--- config.mk ---
export PLATFORM = sky130hd
export DESIGN_NAME = pipe_latch_skid
export DESIGN_NICKNAME = d
export VERILOG_FILES = /design/src/rtl/cpu_pipe_pkg.sv /design/src/rtl/pipe_entry.sv /design/src/rtl/pipe_latch_skid.sv
export SDC_FILE = /design/constraint.sdc
export NUM_CORES = 1
export LEC_CHECK = 0
export CAP_MARGIN = 5
export CORE_MARGIN = 2
export CORE_UTILIZATION = 45
export DETAILED_ROUTE_END_ITERATION = 10
export PLACE_DENSITY = 0.72
export SLEW_MARGIN = 20
export SYNTH_ARGS = -nofsm -noshare
export SYNTH_HDL_FRONTEND = slang
export SYNTH_SLANG_ARGS = --single-unit
--- constraint.sdc ---
create_clock -name clk -period 3.5 [get_ports clk]
set_input_delay 0.525 -clock clk [delete_from_list [all_inputs] [get_ports clk]]
set_output_delay 0.525 -clock clk [all_outputs]
set_load 0.005 [all_outputs]
--- src/rtl/cpu_pipe_pkg.sv ---
// ---------------------------------------------------------------------------
// cpu_pipe_pkg
// Shared definitions for the CPU inter-stage pipeline latches.
//   W_DATA_DEFAULT  : default width of PC, IR and operand words
//   NOP_IR_DEFAULT  : default instruction word presented for a bubble
//   latch_state_t   : control state of a skid latch (EMPTY, FULL, SKID)
//   occupancy_of()  : number of live entries held in a given state
// ---------------------------------------------------------------------------
package cpu_pipe_pkg;

  localparam int          W_DATA_DEFAULT = 32;
  localparam logic [31:0] NOP_IR_DEFAULT = 32'h0000_0000;

  typedef enum logic [1:0] {
    EMPTY = 2'd0,
    FULL  = 2'd1,
    SKID  = 2'd2
  } latch_state_t;

  function automatic logic [1:0] occupancy_of(input latch_state_t st);
    case (st)
      FULL:    occupancy_of = 2'd1;
      SKID:    occupancy_of = 2'd2;
      default: occupancy_of = 2'd0;
    endcase
  endfunction

endpackage

--- src/rtl/pipe_entry.sv ---
// ---------------------------------------------------------------------------
// pipe_entry
// One payload register of a pipeline latch. Updates on the falling edge of
// the stage clock, loads d when load is high, and is forced to CLR_VAL
// immediately while clr is low.
//   clk   in    stage clock (falling-edge active)
//   clr   in    asynchronous active-low clear
//   load  in    capture d at the next falling edge
//   d     in    WIDTH  payload to capture
//   q     out   WIDTH  stored payload
// ---------------------------------------------------------------------------
module pipe_entry #(
  parameter int               WIDTH   = 96,
  parameter logic [WIDTH-1:0] CLR_VAL = '0
) (
  input  logic             clk,
  input  logic             clr,
  input  logic             load,
  input  logic [WIDTH-1:0] d,
  output logic [WIDTH-1:0] q
);

  always_ff @(negedge clk or negedge clr) begin
    if (!clr) begin
      q <= CLR_VAL;
    end else if (load) begin
      q <= d;
    end
  end

endmodule

--- src/rtl/pipe_latch_skid.sv ---
// ---------------------------------------------------------------------------
// pipe_latch_skid
// Inter-stage pipeline latch carrying PC, instruction and N_OPER operand
// words with a valid/ready handshake, a one-entry skid buffer, stall
// absorption and flush-to-bubble. All state updates on the falling edge.
//   clk        in   stage clock (falling-edge active)
//   clr        in   asynchronous active-low reset
//   in_valid   in   upstream offers a word
//   in_ready   out  latch can accept (registered, NOT skid occupied)
//   in_pc      in   W_DATA           upstream PC
//   in_ir      in   W_DATA           upstream instruction
//   in_ops     in   N_OPER*W_DATA    operands, k at [k*W_DATA +: W_DATA]
//   flush      in   squash held and incoming words
//   out_valid  out  main entry holds a live word
//   out_ready  in   downstream accepts
//   out_pc     out  W_DATA           main entry PC
//   out_ir     out  W_DATA           main entry IR, NOP_IR when not valid
//   out_ops    out  N_OPER*W_DATA    main entry operands
//   occupancy  out  2                live entries held (0..2)
// ---------------------------------------------------------------------------
module pipe_latch_skid
  import cpu_pipe_pkg::*;
#(
  parameter int                W_DATA = W_DATA_DEFAULT,
  parameter int                N_OPER = 2,
  parameter logic [W_DATA-1:0] NOP_IR = W_DATA'(NOP_IR_DEFAULT)
) (
  input  logic                     clk,
  input  logic                     clr,
  input  logic                     in_valid,
  output logic                     in_ready,
  input  logic [W_DATA-1:0]        in_pc,
  input  logic [W_DATA-1:0]        in_ir,
  input  logic [N_OPER*W_DATA-1:0] in_ops,
  input  logic                     flush,
  output logic                     out_valid,
  input  logic                     out_ready,
  output logic [W_DATA-1:0]        out_pc,
  output logic [W_DATA-1:0]        out_ir,
  output logic [N_OPER*W_DATA-1:0] out_ops,
  output logic [1:0]               occupancy
);

  localparam int OPS_W = N_OPER * W_DATA;
  localparam int PAY_W = 2 * W_DATA + OPS_W;

  // Payload layout is {pc, ir, ops}; the main entry clears to a bubble.
  localparam logic [PAY_W-1:0] M_CLR = {{W_DATA{1'b0}}, NOP_IR, {OPS_W{1'b0}}};
  localparam logic [PAY_W-1:0] S_CLR = '0;

  latch_state_t     state, state_next;
  logic             accept, take;
  logic             m_load, s_load;
  logic [PAY_W-1:0] m_d, m_q, s_q, in_payload;
  logic [W_DATA-1:0] m_pc, m_ir;
  logic [OPS_W-1:0]  m_ops;

  assign in_payload        = {in_pc, in_ir, in_ops};
  assign {m_pc, m_ir, m_ops} = m_q;

  assign in_ready  = (state != SKID);
  assign out_valid = (state != EMPTY);
  assign accept    = in_valid & in_ready;
  assign take      = out_valid & out_ready;

  assign out_pc    = m_pc;
  assign out_ops   = m_ops;
  assign out_ir    = out_valid ? m_ir : NOP_IR;
  assign occupancy = occupancy_of(state);

  pipe_entry #(.WIDTH(PAY_W), .CLR_VAL(M_CLR)) u_main (
    .clk  (clk),
    .clr  (clr),
    .load (m_load),
    .d    (m_d),
    .q    (m_q)
  );

  pipe_entry #(.WIDTH(PAY_W), .CLR_VAL(S_CLR)) u_skid (
    .clk  (clk),
    .clr  (clr),
    .load (s_load),
    .d    (in_payload),
    .q    (s_q)
  );

  always_ff @(negedge clk or negedge clr) begin
    if (!clr) begin
      state <= EMPTY;
    end else begin
      state <= state_next;
    end
  end

  // Flush wins over everything: both entries drop and the main IR is
  // rewritten to the bubble word while PC/operands keep their last values.
  // A Take on the flush edge needs no action here, the word is already gone.
  always_comb begin
    state_next = state;
    m_load     = 1'b0;
    s_load     = 1'b0;
    m_d        = in_payload;
    if (flush) begin
      state_next = EMPTY;
      m_load     = 1'b1;
      m_d        = {m_pc, NOP_IR, m_ops};
    end else begin
      case (state)
        EMPTY: begin
          if (accept) begin
            m_load     = 1'b1;
            state_next = FULL;
          end
        end
        FULL: begin
          if (take && accept) begin
            m_load = 1'b1;
          end else if (take) begin
            state_next = EMPTY;
          end else if (accept) begin
            s_load     = 1'b1;
            state_next = SKID;
          end
        end
        SKID: begin
          if (take) begin
            m_load     = 1'b1;
            m_d        = s_q;
            state_next = FULL;
          end
        end
        default: state_next = EMPTY;
      endcase
    end
  end

endmodule

==> reports/results.ini <==
[worst_setup_path]
cp.required_ns=2.97
cpPeakStageDelay_ns=0.37
worstSetupPathType=reg -> out
r2r_start=state[1]
slowest_stage=dfrtn_1
path_buf_inv=2
arrival_ns=3.36
regToRegSetupSlack_ns=0.99
crit_start=state[1]
crit_chain=nor2_4 > buf_4 > nor2b_1 > dlygate4sd2_1
worstSetupStartpointType=flop
r2r_end=u_main.q[9]
end_kind=output pin
reg2reg_depth=13
cp_top_family=buffers and inverters
cp_max_fo=4

[global_routing]
grt_overflow=0
grt_pass1_wl_mm=42.7
grt_pass1_vias=7610
grt_antenna_before_repair=0
gr-usage-all-layers=0.189
grt_max_degree=64

[floorplan]
dieArea_sq_um=28000
coreArea_sq_um=26100
dieWidth_um=167
io_pins=265
rows=59
die_h_um=167
start_util=0.459

[drt]
ant_nets=0
drc=17
drt-pass1-iter-count=7
drt-met1-wl_mm=11.6
viasPerCell=5.06
drt_iter0_drc=304
met3_length_mm=2.00
wl_per_cell_um=18.8
num_vias=7171
wl_met2_mm=12.4
highest_layer=met4
totalWireLength_mm=26.6

[status]
status=finished with violations
failed_checks=design-rule violations, negative setup slack

[yosys]
synth_compound_area_frac=0.0265
synth.avg_cell_area_sq_um=14.3
synth-simple-area-share=0.0225
ys.flop_type=dfrtn_1
synthArstFlopShare=1.00
synth_edf_count=0
syn_inst=838
synth_top_family_by_area=multiplexers
synthMuxAreaShare=0.328
synth_fa_ha_area_frac=0
synthesis.area_sq_um=12000
ys_ff_latch=258
ys_warn_count=0
synth_nets=971
synth-xor-area-share=0
yosysSeqAreaShare=0.538
yosysUniqueCellTypes=22

[sta]
maxSlewHeadroom=0.728
tightest_slew_ns=0.406
finalWorstSetupSlack_ns=-0.380
tns_ns=-11.75
setup_viol=36
timing.final.max_slew_violations=0
rsz0062_at_grt=yes
hold_viol=0
finClkSkew_ns=0.0166

[power_and_ir_drop]
p_comb_frac=0.194
netSwitchingFraction=0.242
p_leak_nw=7.19
p_sw_w=0.00207
power_density_nw_per_um2=540
p_clk_frac=0.335
p_int_w=0.00650
p_seq_frac=0.471
peakVddDrop_mv=0.345

[finish]
drive_gt1_frac=0.374
final.fill_count=2080
syn_to_final_growth_pct=32.3
final_nets=1195
final_area_sq_um=15900
n_antenna_cell=0

[cts]
clockBufferDepth=3
cts_tree=built
root_buffer=clkbuf_16
cts_buffers=28
clk_latency_ns=0.54
cts.clk_slew.worst_paths_ns=0.04
clkSinkCount=258
htree_levels=1

[hold_path]
min_to=u_main.q[72]
holdCritStartpoint=u_main.q[72]
min_path_cells=1
min_path_type=reg -> reg

[placement]
dp_hpwl_mm=17.3
portBuffers=264
place_area_sq_um=14700
gp_congestion=0.735

[flow_run]
cap_violations=0

[worst max-delay path by stage]
stage	endpoint	slack, ns	cells after the start
final	out_ir[5]	-0.38	4
after global routing	out_ir[8]	-0.44	4
after CTS	out_ir[8]	-0.41	4
after detailed placement	u_main.q[51]	-0.69	7
after global placement	u_main.q[35]	-0.64	6
after floorplan	u_main.q[15]	-0.04	6
[cells by family (layout without fill, tap and decap cells)]
kind of cell    Yosys count  after routing
compound gates           37             37
flops                   258            258
buf+inv                 146            389
simple gates             44             45
mux                     353            353
[cells in the final DEF (no fill, tap or decap), drive strengths merged]
cell type,n
o21a,1
o2bb2ai,32
clkdlybuf4s15,42
nand2,2
bufinv,1
nor3b,2
o21ai,1
dfrtn,258
nor3,1
dlygate4sd2,65
buf,88
nand3,1
nor2b,35
inv,3
clkinv,5
clkdlybuf4s50,129
mux2i,33
a21o,1
clkbuf,55
mux2,320
nor2,4
bufbuf,1
a21oi,2
[cells in the mapped netlist, types with 2 or more instances]
master	instances	area share
buf_6	9	0.0084
nor2b_1	34	0.018
inv_1	3	0.00094
o2bb2ai_1	32	0.023
mux2_1	85	0.080
nor3b_1	2	0.0013
mux2i_1	33	0.028
clkbuf_1	9	0.0028
buf_4	102	0.064
buf_2	23	0.0096
mux2_2	235	0.22
nor2_1	4	0.0013
dfrtn_1	258	0.54
[metrics by stage]
stage	std cells	setup slack (ns)	total power, W	util	hold slack, ns
2_1_floorplan	838	-0.0400	0.00512	-	0.409
3_3_place_gp	1343	-0.641	0.00576	0.564	0.424
3_5_place_dp	1343	-0.686	0.00583	0.564	0.426
4_1_cts	1411	-0.412	0.00865	0.603	0.431
5_1_grt	1417	-0.436	0.00902	0.608	0.439
6_report	1417	-0.380	0.00857	0.608	0.429
[routing by layer]
metal	vias up	track usage
met4	0	0.0439
li1	3323	-
met3	37	0.0492
met2	189	0.303
met5	-	0
met1	3622	0.259
[worst reg2reg max path: stages, from the launching register on]
cell,delay (ns)
dfrtn_1,0.45
buf_4,0.13
buf_6,0.09
nor2b_4,0.17
buf_6,0.13
buf_4,0.10
buf_4,0.09
buf_4,0.14
o21ai_2,0.09
a21oi_4,0.20
buf_6,0.15
buf_12,0.14
clkbuf_16,0.16
mux2_2,0.32
[timing repair]
item,in CTS,in global routing
setup buffers,15,3
gates cloned,3,4
resized for setup,239,59
setup endpoints to repair,278,119
hold buffers,0,0
pin swaps,3,1
[power by group through the flow]
stage	sequential, W	combinational [W]	clock, W
6_report	0.00404	0.00166	0.00287
5_1_grt	0.00413	0.00181	0.00308
4_1_cts	0.00403	0.00166	0.00296
3_5_place_dp	0.00408	0.00175	0
3_3_place_gp	0.00405	0.00171	0
2_1_floorplan	0.00398	0.00114	0
[registers in the layout (all words and copies together) (netlist names)]
name      cells
state         2
u_skid.q    128
u_main.q    128
[layout make-up]
type,count,area (sq um),area share
clock buffer,44,831,0.0523
timing repair buffer,336,3410,0.215
inverter,3,11.3,0.000709
multi-input combinational,435,4680,0.295
clock inverter,6,70.1,0.00441
tap,335,419,0.0264
sequential,258,6460,0.406
No activity file was read; power rests on OpenSTA's default activity.
